===== src/rtl/mcpu_pkg.sv =====
// mcpu_pkg: shared constants and boot loader state encoding for MCPU
package mcpu_pkg;
  localparam int WORD_SIZE = 16;
  localparam int ADDR_SIZE = 8;
  localparam int BOOT_WORD_BYTES = 2;
  typedef enum logic [2:0] {
    ST_IDLE,
    ST_GET_COUNT,
    ST_GET_HI,
    ST_GET_LO,
    ST_WRITE,
    ST_GET_CSUM,
    ST_DONE,
    ST_ERROR
  } boot_state_t;
endpackage


===== src/rtl/boot_byte_assembler.sv =====
// boot_byte_assembler: packs hi/lo stream bytes into a RAM word and keeps the frame XOR checksum
module boot_byte_assembler
  import mcpu_pkg::*;
(
  input  logic                         clk,
  input  logic                         reset,
  input  logic [7:0]                   in_data,
  input  logic                         load_acc,
  input  logic                         take_hi,
  input  logic                         take_lo,
  output logic [8*BOOT_WORD_BYTES-1:0] word,
  output logic [7:0]                   acc
);
  logic [7:0] hi;
  // COUNT seeds the checksum; every data byte is folded in as it is accepted
  always_ff @(posedge clk or negedge reset) begin
    if (!reset) begin
      hi   <= '0;
      word <= '0;
      acc  <= '0;
    end else begin
      if (load_acc) acc <= in_data;
      if (take_hi) begin
        hi  <= in_data;
        acc <= acc ^ in_data;
      end
      if (take_lo) begin
        word <= {hi, in_data};
        acc  <= acc ^ in_data;
      end
    end
  end
endmodule


===== src/rtl/mcpu_boot_loader.sv =====
// mcpu_boot_loader: framed byte-stream program loader that writes MCPU RAM and gates CPU reset
module mcpu_boot_loader #(
  parameter int                    WORD_SIZE = 16,
  parameter int                    ADDR_SIZE = 8,
  parameter logic [ADDR_SIZE-1:0]  BASE_ADDR = '0
) (
  input  logic                 clk,
  input  logic                 reset,
  input  logic [7:0]           in_data,
  input  logic                 in_valid,
  output logic                 in_ready,
  input  logic                 start,
  output logic                 mem_we,
  output logic [ADDR_SIZE-1:0] mem_addr,
  output logic [WORD_SIZE-1:0] mem_wdata,
  output logic                 cpu_reset,
  output logic                 done,
  output logic                 error
);
  import mcpu_pkg::*;
  boot_state_t state, next_state;
  logic [7:0] n, cnt, acc;
  logic [ADDR_SIZE-1:0] ptr;
  logic [8*BOOT_WORD_BYTES-1:0] word;
  logic xfer, ready_d, we_d, done_d, error_d, cpu_reset_d;
  assign xfer = in_valid & in_ready;
  boot_byte_assembler u_asm (
    .clk      (clk),
    .reset    (reset),
    .in_data  (in_data),
    .load_acc (state == ST_GET_COUNT && xfer),
    .take_hi  (state == ST_GET_HI && xfer),
    .take_lo  (state == ST_GET_LO && xfer),
    .word     (word),
    .acc      (acc)
  );
  assign mem_wdata = WORD_SIZE'(word);
  // state register
  always_ff @(posedge clk or negedge reset) begin
    if (!reset) state <= ST_IDLE;
    else        state <= next_state;
  end
  // next-state logic; a stalled stream simply holds the current state
  always_comb begin
    next_state = state;
    case (state)
      ST_IDLE:      next_state = ST_GET_COUNT;
      ST_GET_COUNT: if (xfer) next_state = (in_data == 8'd0) ? ST_GET_CSUM : ST_GET_HI;
      ST_GET_HI:    if (xfer) next_state = ST_GET_LO;
      ST_GET_LO:    if (xfer) next_state = ST_WRITE;
      ST_WRITE:     next_state = (cnt + 8'd1 == n) ? ST_GET_CSUM : ST_GET_HI;
      ST_GET_CSUM:  if (xfer) next_state = (in_data == acc) ? ST_DONE : ST_ERROR;
      ST_DONE,
      ST_ERROR:     if (start) next_state = ST_GET_COUNT;
      default:      next_state = ST_IDLE;
    endcase
  end
  // output decode from the upcoming state so every output comes straight from a flop
  always_comb begin
    ready_d     = next_state inside {ST_GET_COUNT, ST_GET_HI, ST_GET_LO, ST_GET_CSUM};
    we_d        = next_state == ST_WRITE;
    done_d      = next_state == ST_DONE;
    error_d     = next_state == ST_ERROR;
    cpu_reset_d = next_state != ST_DONE;
  end
  // registered control outputs
  always_ff @(posedge clk or negedge reset) begin
    if (!reset) begin
      in_ready  <= 1'b0;
      mem_we    <= 1'b0;
      done      <= 1'b0;
      error     <= 1'b0;
      cpu_reset <= 1'b1;
    end else begin
      in_ready  <= ready_d;
      mem_we    <= we_d;
      done      <= done_d;
      error     <= error_d;
      cpu_reset <= cpu_reset_d;
    end
  end
  // word count, RAM pointer and the address presented during WRITE
  always_ff @(posedge clk or negedge reset) begin
    if (!reset) begin
      n        <= '0;
      cnt      <= '0;
      ptr      <= '0;
      mem_addr <= '0;
    end else begin
      if (state == ST_GET_COUNT && xfer) begin
        n   <= in_data;
        cnt <= '0;
        ptr <= BASE_ADDR;
      end
      if (state == ST_GET_LO && xfer) mem_addr <= ptr;
      if (state == ST_WRITE) begin
        ptr <= ptr + 1'b1;
        cnt <= cnt + 8'd1;
      end
    end
  end
endmodule


===== config.mk =====
export PLATFORM = sky130hd
export DESIGN_NAME = mcpu_boot_loader
export DESIGN_NICKNAME = d
export VERILOG_FILES = /design/src/rtl/mcpu_pkg.sv /design/src/rtl/boot_byte_assembler.sv /design/src/rtl/mcpu_boot_loader.sv
export SDC_FILE = /design/constraint.sdc
export NUM_CORES = 1
export LEC_CHECK = 0
export BUFFER_PORTS_ARGS = -buffer_cell sky130_fd_sc_hd__buf_4
export CAP_MARGIN = 20
export CORE_MARGIN = 2
export CORE_UTILIZATION = 30
export CTS_BUF_LIST = sky130_fd_sc_hd__clkbuf_4 sky130_fd_sc_hd__clkbuf_8
export DETAILED_ROUTE_END_ITERATION = 8
export SLEW_MARGIN = 20
export SYNTH_ARGS = -nofsm -noshare
export SYNTH_HDL_FRONTEND = slang
export SYNTH_HIERARCHICAL = 1
export SYNTH_SLANG_ARGS = --single-unit

===== constraint.sdc =====
create_clock -name clk -period 4.4 [get_ports clk]
set_clock_uncertainty 0.1 [all_clocks]
set_input_delay 0.88 -clock clk [delete_from_list [all_inputs] [get_ports clk]]
set_output_delay 0.88 -clock clk [all_outputs]
set_load 0.02 [all_outputs]

==> impl_metrics.py, run 1 <==
metrics = {
    "run_status": {
        "outcome": "finished clean",
    },
    "logic_synthesis": {
        "synth_cell_types": 52,
        "synth_top_cell_by_area": "dfrtp_1",
        "postSynthAreaPerCell_um2": 11.0,
        "netlist_top_cells_area": "dfrtp_1 (50%), mux2_2 (8.9%), nand2_1 (4.5%), xor2_1 (3.0%), o21ai_0 (2.8%)",
        "synthCells": 322,
        "synth_ff_type": "dfrtp_1",
        "synth_enable_flop_cells": 0,
        "synthArstFlopShare_pct": 100,
        "ys_seq_elements": 72,
        "synth_top_area_share_pct": 50.3,
        "syn-num-nets": 336,
        "yosysWarnings": 6,
        "ys_seq_area_share_pct": 51.0,
        "syn-cell-area_um2": 3530,
    },
    "placed_design": {
        "placed_cell_area_um2": 3910,
        "gp_congestion": 0.824,
        "placedCellCount": 490,
        "dp_hpwl_mm": 4.67,
        "io_buffers": 40,
        "place_worst_setup_slack_ns": 1.24,
    },
    "sta": {
        "fin_crit_sh_pct": 64.1,
        "setup_viol": 0,
        "finalCriticalPeriod_ns": 2.82,
        "rsz0062_at_grt": "no",
        "finalMaxSlewViolations": 0,
        "worst_slack_ns": 1.58,
        "hold-worst-slack_ns": 0.386,
        "finalSetupTns_ns": 0,
        "tightest_slew_ns": 0.970,
        "finalHoldViolCount": 0,
        "relSlewSlack_pct": 35.3,
        "fmax_mhz": 354,
    },
    "grt": {
        "antenna_found_initial": 0,
        "grt_pass1_wl_mm": 12.1,
        "grt_pass1_vias": 2389,
        "grt_max_degree": 73,
        "grt.overflow.total": 0,
        "grt_util_all_layers_pct": 11.8,
    },
    "floorplanning": {
        "num_rows": 39,
        "core_um2": 11500,
        "dieWidth_um": 113,
        "ioPinCount": 41,
        "start_util_pct": 30.8,
        "dieArea_um2": 12700,
        "die_y_um": 113,
    },
    "layout": {
        "multi_input_area_um2": 1600,
        "final_area_um2": 4130,
        "fillCellCount": 1125,
        "drive_above_1_share_pct": 27.3,
        "final_cells": 506,
        "antennaDiodeCount": 0,
        "syn2layout_area_growth_pct": 16.7,
        "seq_area_um2": 1800,
        "nets": 372,
    },
    "critical_path": {
        "worstSetupPathType": "reg2reg",
        "worst_setup_path_start_kind": "flop",
        "r2r_setup_slack_ns": 1.58,
        "regToRegEndpoint": "u_asm/acc[7]$_DFFE_PN0P_",
        "end_kind": "flop",
        "crit_chain": "and4b_1, nand2_1, inv_1, nor2_2, a211oi_1",
        "path_max_fanout": 27,
        "crit_path_start": "state[2]$_DFF_PN0_",
        "r2r-start": "state[2]$_DFF_PN0_",
        "ff2ff_path_depth": 5,
        "cp_data_required_time_ns": 4.55,
        "crit_arrival_ns": 2.97,
        "critPathSlowestCell": "inv_1",
        "slowest_delay_ns": 0.85,
    },
    "routing": {
        "via_per_inst": 4.95,
        "antenna_left": 0,
        "wl_per_cell_um": 14.1,
        "drc": 0,
        "drtIter0Drc": 162,
        "drt-total-wl_mm": 7.15,
        "vias": 2507,
        "drtPass1Iterations": 4,
    },
    "hold_path": {
        "hold_path_class": "reg2reg",
        "hold_depth": 1,
        "worstHoldEndpoint": "ptr[7]$_DFFE_PN0P_",
        "min-delay-start": "ptr[7]$_DFFE_PN0P_",
    },
    "pwr": {
        "ir_worst_vdd_uv": 373,
        "p_leak_uw": 0.00197,
        "power_density_nw_per_um2": 667,
    },
    "clock_tree": {
        "cts_tree": "yes",
        "numCtsBuffers": 9,
        "postCtsSetupBuffers": 0,
        "cts_max_level": 3,
        "clk_pin_slew_ns": 0.08,
        "cts_hold_buffers": 0,
        "clockRootBuffer": "clkbuf_8",
        "cts_resized": 0,
        "clockBufferDepth": 2,
        "cts_sinks": 72,
        "insertion_delay_ns": 0.34,
    },
    "flow_run": {
        "max_cap_viol_count": 0,
    },
}
[through the flow]
| step | util [%] | power (uW) |
|---|---|---|
| floorplan | - | 1870 |
| global placement | 34.1 | 2170 |
| detailed placement | 34.1 | 2200 |
| CTS | 36.0 | 2780 |
| global route | 36.0 | 2950 |
| finish | 36.0 | 2750 |
[layout by cell type, fill, tap and decap left out, types with 2 or more instances in the layout]
cell type   count
nor3_1          3
o21ai_0        20
clkinvlp_4      3
o21ai_1         2
o31ai_1         2
and2_1          3
a31oi_1         3
nor4_1          6
a211oi_2        3
inv_1           4
clkbuf_8        9
dfrtp_1        71
mux2i_1         8
o211a_1         8
xor2_1         12
a31o_2          2
bufinv_16       2
a21oi_1        11
mux2_1          4
a211oi_1        4
o21bai_1        3
and3_1          2
nand4_1         6
mux2_2         28
buf_4          41
nand3_1         8
ha_1            2
xnor2_1         5
nand2_1        42
nor2_1         21
[cell type report]
cell class	instances	area share, %
Clock buffer	9	3.00
Clock inverter	7	2.33
Inverter	5	0.455
Multi-Input combinational cell	229	38.7
Sequential cell	72	43.7
Tap cell	143	4.34
Timing Repair Buffer	41	7.46
[worst max path at each step]
| stage | end | slack (ns) | depth (start not counted) |
|---|---|---|---|
| after global routing | u_asm/acc[7]$_DFFE_PN0P_ | 1.25 | 5 |
| after CTS | u_asm/acc[7]$_DFFE_PN0P_ | 1.56 | 5 |
| after floorplan | u_asm/word[3]$_DFFE_PN0P_ | 2.13 | 7 |
| after global placement | u_asm/acc[7]$_DFFE_PN0P_ | 1.30 | 6 |
| after detailed placement | u_asm/acc[7]$_DFFE_PN0P_ | 1.24 | 6 |
| final | u_asm/acc[7]$_DFFE_PN0P_ | 1.58 | 5 |
[kinds of logic (layout without fill, tap and decap cells)]
kind of cell | count (synthesis) | count (layout) | synth area share [%]
buf+inv | 21 | 62 | 3.93
xor+xnor | 19 | 19 | 5.31
fa+ha+maj | 2 | 2 | 0.708
flops | 72 | 72 | 51.0
compound gates | 63 | 63 | 12.1
mux | 40 | 40 | 12.5
simple gates | 105 | 105 | 14.5
[report_power, final]
| part | switching (uW) | leakage, uW | total, uW | internal [uW] |
|---|---|---|---|---|
| combinational | 549 | 0.000944 | 1040 | 495 |
| clock | 259 | 0.000101 | 578 | 319 |
| sequential | 211 | 0.000920 | 1130 | 919 |
| total | 1020 | 0.00197 | 2750 | 1730 |
[state kept, by name, indices dropped and copies added (netlist names)]
register    cells
u_asm/hi        8
cpu_reset       1
in_ready        1
ptr             8
done            1
state           3
mem_we          1
n               8
error           1
cnt             8
u_asm/acc       8
u_asm/word     16
mem_addr        8
[worst max-delay path: cells and delay by family, from the launching register on]
| kind | cells | cell delay, ns |
|---|---|---|
| AND/OR/NAND/NOR | 3 | 0.97 |
| buffers and inverters | 1 | 0.85 |
| AO/OA/AOI/OAI | 1 | 0.27 |
| flip-flops | 1 | 0.53 |
[synth_stat cells (all sizes together), types with 2 or more instances]
cell,instances
a211oi,7
a21oi,11
a31o,2
a31oi,3
and2,3
and3,4
buf,14
clkbuf,2
dfrtp,71
ha,2
inv,5
mux2,32
mux2i,8
nand2,42
nand3,8
nand4,6
nor2,23
nor3,4
nor4,7
o211a,8
o21ai,22
o21bai,3
o31ai,2
xnor2,6
xor2,12
[per-layer routing]
metal / vias to the layer above / GRT usage [%] / share of wire, %
li1: 1214 / - / -
met1: 1248 / 16.6 / 50
met2: 40 / 18.0 / 46
met3: 5 / 2.81 / 2.7
met4: 0 / 3.74 / 1.3
met5: - / 0 / 0
Note: power is estimated with default switching activity, not from simulation.
==> run 2, diff against run 1 <==
--- a/config.mk
+++ b/config.mk
@@ -5,6 +5,7 @@
 export SDC_FILE = /design/constraint.sdc
 export NUM_CORES = 1
 export LEC_CHECK = 0
+export ABC_AREA = 1
 export BUFFER_PORTS_ARGS = -buffer_cell sky130_fd_sc_hd__buf_4
 export CAP_MARGIN = 20
 export CORE_MARGIN = 2
==> constraint.sdc (replaced) <==
create_clock -name clk -period 2.95 [get_ports clk]
set_clock_uncertainty 0.1 [all_clocks]
set_input_delay 0.59 -clock clk [delete_from_list [all_inputs] [get_ports clk]]
set_output_delay 0.59 -clock clk [all_outputs]
set_load 0.02 [all_outputs]
==> impl_metrics.py, run 2 <==
metrics = {
    "layout": {
        "final_core_util_pct": 36.8,
        "largest_reg_flops": 16,
        "final_common_cell": "nand2_1",
        "nets": 479,
        "final_cell_mix": "nand2_1 (123), dfrtp_1 (71), inv_1 (56), buf_4 (42), nor2_1 (26)",
        "regMostFlops": "u_asm/word",
        "final_area_um2": 4220,
        "syn2layout_area_growth_pct": 18.8,
        "antennaDiodeCount": 0,
        "drive_above_1_share_pct": 19.1,
    },
    "clock_tree": {
        "cts_hold_buffers": 0,
        "postCtsSetupBuffers": 0,
        "clockRootBuffer": "clkbuf_8",
        "numCtsBuffers": 9,
        "cts_sinks": 72,
        "clk_pin_slew_ns": 0.08,
        "cts_tree": "yes",
        "cts_max_level": 3,
        "insertion_delay_ns": 0.34,
        "cts_resized": 0,
        "clockBufferDepth": 2,
    },
    "logic_synthesis": {
        "synth_top_area_share_pct": 50.1,
        "ys_seq_area_share_pct": 50.8,
        "synthCells": 421,
        "synth.most_common_cell": "nand2_1",
        "synthArstFlopShare_pct": 100,
        "ys_seq_elements": 72,
        "synth_cell_types": 39,
        "syn-cell-area_um2": 3550,
        "synth_fa_ha_area_share_pct": 0.705,
        "ys_top_cells_by_count": "nand2_1 (123), dfrtp_1 (71), inv_1 (56)",
        "syn-num-nets": 435,
        "synth_enable_flop_cells": 0,
        "synth_compound_area_share_pct": 10.6,
        "synthSimpleGateAreaFrac_pct": 25.5,
        "synthMuxAreaShare_pct": 2.54,
        "yosysWarnings": 6,
        "synth_top_family_by_area": "simple AND/OR/NAND/NOR gates",
        "synth_ff_type": "dfrtp_1",
        "synth_top_cell_by_area": "dfrtp_1",
        "netlist_top_cells_area": "dfrtp_1 (50%), nand2_1 (13%), inv_1 (5.9%), nor2_1 (2.8%), o21ai_1 (2.5%)",
        "synth_xor_area_share_pct": 1.38,
        "postSynthAreaPerCell_um2": 8.43,
    },
    "floorplanning": {
        "dieArea_um2": 12700,
        "die_y_um": 113,
        "num_rows": 39,
        "start_util_pct": 30.9,
        "core_um2": 11500,
        "ioPinCount": 41,
        "dieWidth_um": 113,
    },
    "placed_design": {
        "placed_cell_area_um2": 3990,
        "gp_congestion": 0.822,
        "io_buffers": 40,
        "dp_hpwl_mm": 5.11,
    },
    "pwr": {
        "ir_worst_vdd_uv": 484,
        "p_leak_uw": 0.00210,
        "p_total_uw": 4310,
        "power_density_nw_per_um2": 1020,
    },
    "sta": {
        "tightest_slew_ns": 0.887,
        "finalHoldViolCount": 0,
        "rsz0062_at_grt": "no",
        "relSlewSlack_pct": 40.9,
        "fmax_mhz": 462,
        "fin_crit_sh_pct": 73.3,
        "finalSetupTns_ns": 0,
        "setup_viol": 0,
        "finalMaxSlewViolations": 0,
        "finalCriticalPeriod_ns": 2.16,
        "hold-worst-slack_ns": 0.281,
    },
    "hold_path": {
        "hold_path_class": "in2async",
    },
    "critical_path": {
        "cp.buffers_inverters": 3,
        "slowest_delay_ns": 0.51,
        "crit_arrival_ns": 2.29,
        "critPathSlowestCell": "dfrtp_1",
        "crit_chain": "inv_2, nor3_2, nand2_2, inv_1, buf_4, mux2_2",
        "worst_setup_path_start_kind": "flop",
        "path_max_fanout": 31,
        "crit_family": "buffers and inverters",
        "worstSetupPathType": "reg2reg",
        "end_kind": "flop",
        "cp_data_required_time_ns": 3.08,
    },
    "routing": {
        "antenna_left": 0,
        "drtPass1Iterations": 4,
        "vias": 2801,
        "drt-total-wl_mm": 7.23,
        "drc": 0,
        "via_per_inst": 4.57,
        "drtIter0Drc": 118,
        "wl_per_cell_um": 11.8,
    },
    "grt": {
        "grt_pass1_wl_mm": 12.7,
        "antenna_found_initial": 0,
        "grt_util_all_layers_pct": 12.1,
        "grt.overflow.total": 0,
        "grt_max_degree": 73,
        "grt_pass1_vias": 2681,
    },
    "run_status": {
        "outcome": "finished clean",
    },
    "flow_run": {
        "max_cap_viol_count": 0,
    },
}
==> run 2: cell types whose count changed after synthesis, sizes merged, moves of 6 or more <==
cell,before,now
o22ai,0,7
o211a,8,0
o21ai,22,32
a211oi,7,0
mux2i,8,0
inv,5,64
nand2,42,129
o211ai,1,7
nor2,23,33
mux2,32,8
xor2,12,2
nand3,8,15
==> run 2: cell type report <==
cell class	instances	area, um^2
clock inverters	6	92.6
inverters	64	240
fillers	1161	7250
well taps	143	179
clock buffers	10	131
multi-input cells	276	1450
repair buffers	42	315
flip-flops and latches	72	1800
==> run 2: logic make-up (layout without fill, tap and decap cells) <==
group | after synthesis | in the layout
adders and majority gates | 2 | 2
muxes | 8 | 8
buffers and inverters | 73 | 122
xor gates and xnor gates | 4 | 4
and+or+nand+nor | 195 | 195
DFF | 72 | 72
AOI/OAI and AO/OA | 67 | 67
==> run 2: final timing paths <==
check                      slack [ns]                from  depth (start not counted)                         to
min in group clk                 0.38  ptr[7]$_DFFE_PN0P_                          1         ptr[7]$_DFFE_PN0P_
min reg2reg                      0.38  ptr[7]$_DFFE_PN0P_                          1         ptr[7]$_DFFE_PN0P_
max in group asynchronous        1.91               reset                          1         cnt[4]$_DFFE_PN0P_
min                              0.28               reset                          1  u_asm/word[0]$_DFFE_PN0P_
max                              0.79  state[1]$_DFF_PN0_                          6  u_asm/word[0]$_DFFE_PN0P_
max reg2reg                      0.79  state[1]$_DFF_PN0_                          6  u_asm/word[0]$_DFFE_PN0P_
==> run 2: routing by layer <==
metal	part of all wire [%]	up-vias	GRT usage (%)
met5	0	-	0
li1	-	1442	-
met4	0.76	0	3.41
met2	47	40	19.2
met3	3.4	5	3.27
met1	49	1314	16.5
==> run 2: report_power, final <==
part           internal [uW]  switching [uW]  total, uW
clock network            490             395        885
registers               1380             282       1660
logic                    686            1080       1770
total                   2550            1760       4310
==> run 2: worst reg2reg max path, cell delays in order, from the launching register on <==
cell and delay (ns):
dfrtp_1 0.51, inv_2 0.11, nor3_2 0.22, nand2_2 0.25, inv_1 0.16, buf_4 0.33, mux2_2 0.38
==> run 2: per-stage QoR <==
stage / cells / setup WS, ns
finish: 613 / 0.787
global route: 613 / 0.631
CTS: 613 / 0.812
detailed placement: 597 / 0.711
global placement: 597 / 0.722
floorplan: 421 / 1.00
